`src/rtl/du_cmd_ctrl.sv`:
```
// Debug-unit command controller: pops UART command bytes and sequences loader, CPU run/step and dump transmitters.
// Outputs are decoded combinationally from the one-hot state; only the halted flag is a register output.
module du_cmd_ctrl #(
  parameter int NB_UART_DATA = 8,
  parameter int NB_STATE     = 6
) (
  input  logic                    clk,
  input  logic                    i_rst,
  input  logic                    i_rx_done,
  input  logic [NB_UART_DATA-1:0] i_rx_data,
  input  logic                    i_loader_done,
  input  logic                    i_regs_tx_done,
  input  logic                    i_dmem_tx_done,
  input  logic                    i_cpu_halt,
  output logic                    o_rd,
  output logic                    o_loader_start,
  output logic                    o_regs_tx_start,
  output logic                    o_dmem_tx_start,
  output logic                    o_cpu_en,
  output logic                    o_cpu_rst,
  output logic                    o_busy,
  output logic                    o_halted
);

  typedef enum logic [NB_STATE-1:0] {
    S_IDLE = NB_STATE'(1),
    S_LOAD = NB_STATE'(2),
    S_RUN  = NB_STATE'(4),
    S_STEP = NB_STATE'(8),
    S_REGS = NB_STATE'(16),
    S_DMEM = NB_STATE'(32)
  } state_t;

  localparam logic [NB_UART_DATA-1:0] CMD_LOAD = NB_UART_DATA'(1);
  localparam logic [NB_UART_DATA-1:0] CMD_RUN  = NB_UART_DATA'(2);
  localparam logic [NB_UART_DATA-1:0] CMD_STEP = NB_UART_DATA'(3);
  localparam logic [NB_UART_DATA-1:0] CMD_REGS = NB_UART_DATA'(4);
  localparam logic [NB_UART_DATA-1:0] CMD_DMEM = NB_UART_DATA'(5);

  state_t r_state;
  logic   r_first;
  logic   r_halted;
  state_t w_cmd_state;

  always_comb begin
    w_cmd_state = S_IDLE;
    case (i_rx_data)
      CMD_LOAD: w_cmd_state = S_LOAD;
      CMD_RUN:  w_cmd_state = S_RUN;
      CMD_STEP: w_cmd_state = S_STEP;
      CMD_REGS: w_cmd_state = S_REGS;
      CMD_DMEM: w_cmd_state = S_DMEM;
      default:  w_cmd_state = S_IDLE;
    endcase
  end

  always_ff @(posedge clk) begin
    if (i_rst) begin
      r_state  <= S_IDLE;
      r_first  <= 1'b0;
      r_halted <= 1'b0;
    end else begin
      r_first <= 1'b0;
      case (r_state)
        S_IDLE: begin
          if (i_rx_done) begin
            r_state <= w_cmd_state;
            r_first <= (w_cmd_state != S_IDLE);
          end
        end
        S_LOAD: begin
          if (i_loader_done) begin
            r_state  <= S_IDLE;
            r_halted <= 1'b0;
          end
        end
        S_RUN: begin
          if (r_halted) begin
            r_state <= S_IDLE;
          end else if (i_cpu_halt) begin
            r_halted <= 1'b1;
            r_state  <= S_IDLE;
          end
        end
        S_STEP: begin
          r_state <= S_IDLE;
          if (!r_halted && i_cpu_halt) r_halted <= 1'b1;
        end
        S_REGS: if (i_regs_tx_done) r_state <= S_IDLE;
        S_DMEM: if (i_dmem_tx_done) r_state <= S_IDLE;
        default: begin
          r_state <= S_IDLE;
          r_first <= 1'b0;
        end
      endcase
    end
  end

  // Reset masks the decode so an aborted command issues nothing in the reset cycle itself.
  always_comb begin
    o_rd            = 1'b0;
    o_loader_start  = 1'b0;
    o_regs_tx_start = 1'b0;
    o_dmem_tx_start = 1'b0;
    o_cpu_en        = 1'b0;
    o_cpu_rst       = 1'b0;
    o_busy          = 1'b0;
    if (!i_rst) begin
      case (r_state)
        S_IDLE: o_rd = i_rx_done;
        S_LOAD: begin
          o_loader_start = r_first;
          o_cpu_rst      = 1'b1;
          o_busy         = 1'b1;
        end
        S_RUN, S_STEP: begin
          o_cpu_en = !r_halted;
          o_busy   = 1'b1;
        end
        S_REGS: begin
          o_regs_tx_start = r_first;
          o_busy          = 1'b1;
        end
        S_DMEM: begin
          o_dmem_tx_start = r_first;
          o_busy          = 1'b1;
        end
        default: o_busy = 1'b0;
      endcase
    end
  end

  assign o_halted = r_halted;

endmodule

```
`config.mk`:
```
export PLATFORM = sky130hd
export DESIGN_NAME = du_cmd_ctrl
export DESIGN_NICKNAME = d
export VERILOG_FILES = /design/src/rtl/du_cmd_ctrl.sv
export SDC_FILE = /design/constraint.sdc
export NUM_CORES = 1
export LEC_CHECK = 0
export ABC_AREA = 1
export CAP_MARGIN = 25
export CORE_UTILIZATION = 45
export DETAILED_ROUTE_END_ITERATION = 12
export PLACE_DENSITY_LB_ADDON = 0.08
export SLEW_MARGIN = 20
export SYNTH_ARGS = -nofsm -noshare
export SYNTH_HDL_FRONTEND = slang
export SYNTH_SLANG_ARGS = --single-unit
```
`constraint.sdc`:
```
create_clock -name clk -period 3.9 [get_ports clk]
set_input_delay 1.17 -clock clk [delete_from_list [all_inputs] [get_ports clk]]
set_output_delay 1.17 -clock clk [all_outputs]
set_load 0.05 [all_outputs]
```
==> results of run 1 <==
power by group:
group | switching, mW | internal (mW)
Combinational | 0.188 | 0.102
Sequential | 0.0243 | 0.103
Clock | 0.0324 | 0.0355
Total | 0.244 | 0.240
layout by cell type (no fill, tap or decap):
cell,n
nor2_1,23
nand2_1,23
clkdlybuf4s50_1,15
inv_1,11
dfxtp_1,8
nand3_1,7
buf_12,7
nor3_1,6
nand4_1,6
inv_2,5
nor2_4,3
nand3_2,3
clkbuf_4,3
nor2_2,2
nand2_2,2
a41oi_1,1
nand3b_2,1
nand2_4,1
clkinv_1,1
and2_1,1
nor3_2,1
o211ai_1,1
o21ai_0,1
a21oi_1,1
o21bai_1,1
worst min-delay path: cells and delay by family (launching register included):
| family | cells | cell delay (ns) |
|---|---|---|
| flops | 1 | 0.34 |
| simple gates | 1 | 0.08 |
| compound gates | 1 | 0.05 |
registers in the layout, summed over array words and instances, names as in the netlist:
signal,flops
r_first,1
o_halted,1
r_state,6
final timing paths:
check	endpoint	start	slack, ns	cells after the start
hold / removal	o_halted$_SDFFE_PP0P_	o_halted$_SDFFE_PP0P_	0.52	2
setup reg to reg	r_state[5]$_SDFFE_PP0P_	r_state[2]$_SDFFE_PP0P_	2.58	7
setup / recovery	o_loader_start	i_rst	0.28	5
hold reg to reg	o_halted$_SDFFE_PP0P_	o_halted$_SDFFE_PP0P_	0.52	2
through the flow:
step / setup slack [ns] / std cells
4_1_cts: 0.287 / 149
6_report: 0.282 / 149
5_1_grt: 0.230 / 149
2_1_floorplan: 0.290 / 110
3_5_place_dp: 0.311 / 146
3_3_place_gp: 0.329 / 146
routing by layer:
layer,up-vias,share of wire (%),track usage (%)
met2,29,50,41.7
met3,4,5.1,8.89
met1,344,43,22.6
li1,401,-,-
met5,-,0,0
met4,0,2.0,11.7
final cells by class:
| class | instances | area, µm² | area share [%] |
|---|---|---|---|
| inverters | 17 | 63.8 | 6.43 |
| repair buffers | 22 | 290 | 29.3 |
| clock buffers | 3 | 22.5 | 2.27 |
| multi-input cells | 84 | 437 | 44.0 |
| flip-flops and latches | 8 | 160 | 16.1 |
| well taps | 15 | 18.8 | 1.89 |
logic make-up (layout without fill, tap and decap cells):
logic type | Yosys count | in the layout | share of synthesized area, %
simple gates | 79 | 79 | 60.6
buf+inv | 18 | 42 | 10.2
flops | 8 | 8 | 24.1
compound gates | 5 | 5 | 5.08
==> flow_results.org, run 1 <==
** Worst setup path
- STA classifies the critical path startpoint as an input pin.
- Slowest stage cell, crit path :: clkdlybuf4s50_1
- The critical path goes through clkdlybuf4s50_1, inv_1, nand2_1, nor2_1, buf_12.
- Data arrives at the worst endpoint at about 2.5 ns.
- The number of buffers and inverters on the critical path is 3.
- On the worst path, the slowest cell contributes a delay of between 0.5 and 0.6 ns.
- Of all nets on the critical path, the largest fanout is 8.
- STA classifies the critical path endpoint as an output port.
- Data on the critical path is required at its endpoint by around 2.7 ns.
- By startpoint and endpoint, the worst setup path is classified as in -> out.
- Critical path's top delay family :: buffers and inverters

** Clock network
- Htree depth :: 1
- TritonCTS built the clock tree.
- Post-cts hold buffer count :: 0
- Total setup buffers inserted after CTS :: 0
- Counting every sink on the clock net gives 8.
- Maximum clock path buffer count :: 2
- Root buffer cell :: clkbuf_4
- Post-cts sizing count :: 0
- In this run, CTS created clock tree buffers numbering 3.
- Worst skew pair latency :: between 0.2 and 0.3 ns
- After clock tree synthesis, the clock-pin slew on the worst setup and hold paths is roughly 0.060 ns.

** Timing
- Setup violations remaining at the end of the flow were counted as 0.
- Period utilization :: ~93%
- Final worst hold slack :: approximately 0.52 ns
- Between clock sinks in the finished design, the worst skew comes to between 0.0015 and 0.002 ns.
- Relative slew slack :: 67.6%
- After routing, the total negative slack on setup checks comes to 0 ns.
- Slew at the pin closest to its max-slew limit :: about 0.48 ns
- Static timing analysis puts the maximum clock frequency at roughly 280 MHz.
- The number of pins with negative max-slew slack in the final report is 0.
- Final period demand of the worst path :: between 3 and 4 ns
- Setup repair after global routing left no endpoint under its margin.
- The number of hold-slack violations in the final timing report came to 0.

** Synth
- Yosys top cell by area :: dfxtp_1
- Mean Syn Cell Area :: roughly 6.0 µm²
- Cells after synthesis :: 110
- Flip-flop cell with the highest count after synthesis :: dfxtp_1
- After synthesis the cells add up to about 660 µm².
- Counting flops with a built-in enable in the synthesized netlist gives 0.
- Top cells by area in the synthesized netlist :: dfxtp_1, nand2_1, nor2_1, inv_1, nand4_1
- Share of Yosys cell area claimed by the top area cell type :: roughly 24%
- Post-synthesis async set-or-reset flop share :: 0%
- Part of the Yosys area used for sequential elements :: 24.1%
- Nets in the synthesized netlist :: 125
- The number of different library cells used by synthesis comes to 23.
- Counting flops and latches in the post-synthesis netlist gives 8.
- Synth cell count leaders :: nand2_1, nor2_1, inv_1, dfxtp_1, nand3_1
- Count of synthesis-stage warnings from yosys :: 0

** Layout
- The number of antenna diodes in the final layout is 0.
- Compared with the post-synthesis result, the final layout area differs by 49.3%.
- The finished cells cover a little under 1000 µm².
- Fill cell count :: 117
- Layout cells sized above 1 :: about a fifth
- At the end of the flow, the number of nets in the layout was around 150.
- Post-layout utilization of the core :: between 70% and 80%

** Global route
- The initial antenna violation count came to 0.
- Global routing used between 20 and 25% of the available tracks.
- Via count of the first global-routing pass :: 625
- Aggregate global routing overflow :: 0
- First-pass GRT wire length :: between 2000 and 2500 µm
- Entering global routing, the biggest net connects 9 pins.

** Status
- The flow ran to the end, and the final reports show no timing, DRC or antenna violations.

** Route
- Average wire length per cell after detail routing :: 10.5 µm
- For this block, the initial DRC count from the detailed router was 9.
- Drt drc :: 0
- The routed design has between 1500 and 2000 µm of wire.
- Via density per instance :: 5.22
- Number of nets with antenna violations after routing :: 0
- Detailed Routing Iterations Pass 1 :: 4
- Vias after detailed routing :: roughly 800

** Die
- The initialized floorplan defines 13 standard-cell rows.
- The die is around 40 µm wide.
- The initial utilization of the core area, before any placement, comes to approximately 50%.
- Die height :: around 40 µm
- In this run the count of I/O pins placed on the die edge is 23.
- Die footprint :: 1630 µm²
- After floorplanning, the core was sized to cover 1330 µm².

** Placement
- IO Port Bufs :: 22
- After legalization and detailed placement, the total HPWL measured approximately 1300 µm.
- Once placement finished, the instance area stood at 970 µm².
- The congestion estimate from routability-driven global placement came to around 0.8.

** Power and ir drop
- In this run the static leakage power is ~0.45 nW.
- VDD sags by at most approximately 0.00038 V.
- Power Density :: approximately 490 nW/µm²
- The completed layout was analyzed and its total power is about 480 µW.

** Flow run
- Max-cap violations :: 0

** Worst hold path
- The worst hold path belongs to the class reg -> reg.
(Power assumes the default switching activity.)
==> run 2, diff against run 1 <==
Settings changed: CTS_CLUSTER_DIAMETER set to 80.
==> results of run 2 <==
Same layout as run 1: the final DEF is identical, and so are final timing and power.
==> run 3, diff against run 2 <==
Settings changed: CORE_ASPECT_RATIO set to 0.6, CORE_UTILIZATION 45 to 30.
==> flow_results.org, run 3 (synthesis results as in run 1) <==
** Clock network
- Clk sink count :: 8 (unchanged)
- The total clock buffers created by CTS was 3 (unchanged).
- CTS tree :: done
- The clock slew at the register clock pins of the worst setup and hold paths is 0.04 ns (-0.02 ns).
- The number of post-CTS setup repair buffers came to 0 (unchanged).
- The number of buffers added to fix hold violations after cts is 0 (unchanged).
- Maximum clock path buffer count :: 2 (unchanged)
- The clock latency on the worst-skew pair was 0.23 ns (-0.03 ns).
- Root buffer cell :: clkbuf_8
- Htree depth :: 1 (unchanged)
- Post-cts sizing count :: 0 (unchanged)

** Die
- Effective utilization at floorplan :: 33.8% (-16 points)
- The die outline width was 62.8 µm (+55%).
- The vertical die dimension is 38.5 µm (-4.9%).
- Die footprint :: 2410 µm² (+48%)
- Count of boundary I/O pins :: 23 (unchanged)
- Core area :: 1970 µm² (+47%)
- The row count is 12 (-1).

** Layout
- Leading cell types in the layout, fill and taps excluded :: nor2_1, nand2_1, clkdlybuf4s50_1
- The final-stage net count was 151 (unchanged).
- Biggest register :: r_state
- Layout cells sized above 1 :: 20.9% (unchanged)
- Synth-to-Final Area Change :: 54.6%
- The number of flip-flops under the largest register name is 6 (unchanged).
- The antenna diode instance count is 0 (unchanged).

** Status
- The flow ran to the end, and the final reports show no timing, DRC or antenna violations.

** Route
- The total via count after detailed routing was 748 (-3.9%).
- Via density per instance :: 4.62 (-12%)
- The violation count after the first detailed-routing iteration is 45 (+36).
- Drt drc :: 0 (unchanged)
- Average wire length per cell after detail routing :: 11.6 µm (+11%)
- Number of nets with antenna violations after routing :: 0 (unchanged)
- The final routed wirelength across all metal layers was 1880 µm (+20%).
- The first-pass iteration count of the detailed router was 4 (unchanged).

** Power and ir drop
- The net switching power figure was 249 µW (+2.0%).
- Sequential cell fraction of total power :: 24.7% (-1.5 points)
- The overall power was 522 µW (+7.6%).
- Internal power contribution :: 272 µW (+13%)
- The total power divided by cell area came to 508 nW/µm² (+3.9%).
- Worst supply voltage drop on vdd :: 0.000326 V (-13%)
- Comb power frac :: 56.0% (-3.8 points)
- The fraction of power spent switching nets came to 47.8% (-2.6 points).
- The leakage power is 0.459 nW (+1.7%).
- Clock share of power :: 19.3% (+5.3 points)

** Timing
- The number of hold-slack violations in the final timing report was 0 (unchanged).
- Period utilization :: 95.0% (+2.2 points)
- Relative slew slack :: 67.4% (-0.21 points)
- Slew at the pin closest to its max-slew limit :: 0.487 ns (+0.00318 ns)
- The post-route setup TNS came to 0 ns (unchanged).
- The number of setup violations in the final report was 0 (unchanged).
- Final Max Tran Viols :: 0 (unchanged)
- The maximum operating frequency is 270 MHz (-2.3%).
- Unrepaired setup endpoints after global routing :: no
- Layout Skew :: 0.00542 ns (+0.00347 ns)
- Final period demand of the worst path :: 3.70 ns (+0.0868 ns)

** Worst setup path
- The critical path in this run is classified as in -> out.
- STA classifies the critical path endpoint as an output port.
- The critical path required time came to 2.73 ns (about the same).
- Reg2reg start :: r_state[2]$_SDFFE_PP0P_
- The data arrival time at the worst-slack endpoint was 2.53 ns (+0.08 ns).
- STA classifies the critical path startpoint as an input pin.
- The maximum fanout along the worst path was 8 (unchanged).
- Critical path launch point :: i_rst

** Global route
- Via count of the first global-routing pass :: 655 (+4.8%)
- The aggregate global-route resource usage is 17.5% (-5.7 points).
- Antenna violations before repair :: 0 (unchanged)
- The wire length of the first global-routing pass came to 3080 µm (+27%).
- The total grt overflow came to 0 (unchanged).
- Maximum number of pins on one net before global-route repair :: 9 (unchanged)

** Placement
- The final estimated routing congestion in global placement is 0.808 (-0.42%).
- The number of buffers inserted by port buffering is 22 (unchanged).
- The estimated wirelength of the detail-placed design came to 1540 µm (+20%).

** Flow run
- The max capacitance violation total came to 0 (unchanged).

** Worst hold path
- The path class of the tightest hold or removal check is reg -> reg.
- Min-Delay Startpoint :: r_state[1]$_SDFFE_PP0P_
==> run 3: changes by cell type in the layout (fill, tap and decap cells not counted) <==
cell	before	now
clkbuf_4	3	0
clkbuf_8	0	3
==> run 3: critical path, cell delays in order <==
cell and delay, ns:
clkdlybuf4s50_1 0.58, inv_1 0.24, nand2_1 0.14, nor2_1 0.23, buf_12 0.17
==> run 3: final cells by class <==
class / instances / area, µm²
clock buffer: 3 / 41.3
fill: 197 / 940
sequential: 8 / 160
inverter: 17 / 63.8
tap: 28 / 35.0
multi-input combinational: 84 / 437
timing repair buffer: 22 / 290
==> run 3: power groups by stage <==
stage / clock [mW] / combinational, mW / sequential (mW)
4_1_cts: 0.103 / 0.287 / 0.129
5_1_grt: 0.109 / 0.320 / 0.132
3_3_place_gp: 0 / 0.284 / 0.129
2_1_floorplan: 0 / 0.208 / 0.125
3_5_place_dp: 0 / 0.284 / 0.130
6_report: 0.101 / 0.292 / 0.129
==> run 3: layer usage <==
layer	wire, µm	share of wire [%]	GRT usage, %
met1	1100	58	24.8
met2	682	36	25.0
met3	97	5.2	5.95
met4	4	0.21	3.49
met5	0	0	0
==> run 3: worst paths after layout <==
check                       endpoint  slack (ns)  cells past startpoint
max reg2reg  r_state[1]$_SDFFE_PP0P_        2.59                      9
min reg2reg  r_state[1]$_SDFFE_PP0P_        0.53                      2
max                   o_loader_start        0.20                      5
min          r_state[1]$_SDFFE_PP0P_        0.53                      2
==> run 3: metrics by stage <==
stage / area (µm²) / util, % / setup slack [ns] / cells / hold WS (ns)
floorplan: 664 / - / 0.290 / 110 / 0.502
global placement: 986 / 50.1 / 0.286 / 159 / 0.521
detailed placement: 986 / 50.1 / 0.231 / 159 / 0.527
CTS: 1030 / 52.2 / 0.211 / 162 / 0.534
global route: 1030 / 52.2 / 0.132 / 162 / 0.548
finish: 1030 / 52.2 / 0.195 / 162 / 0.535
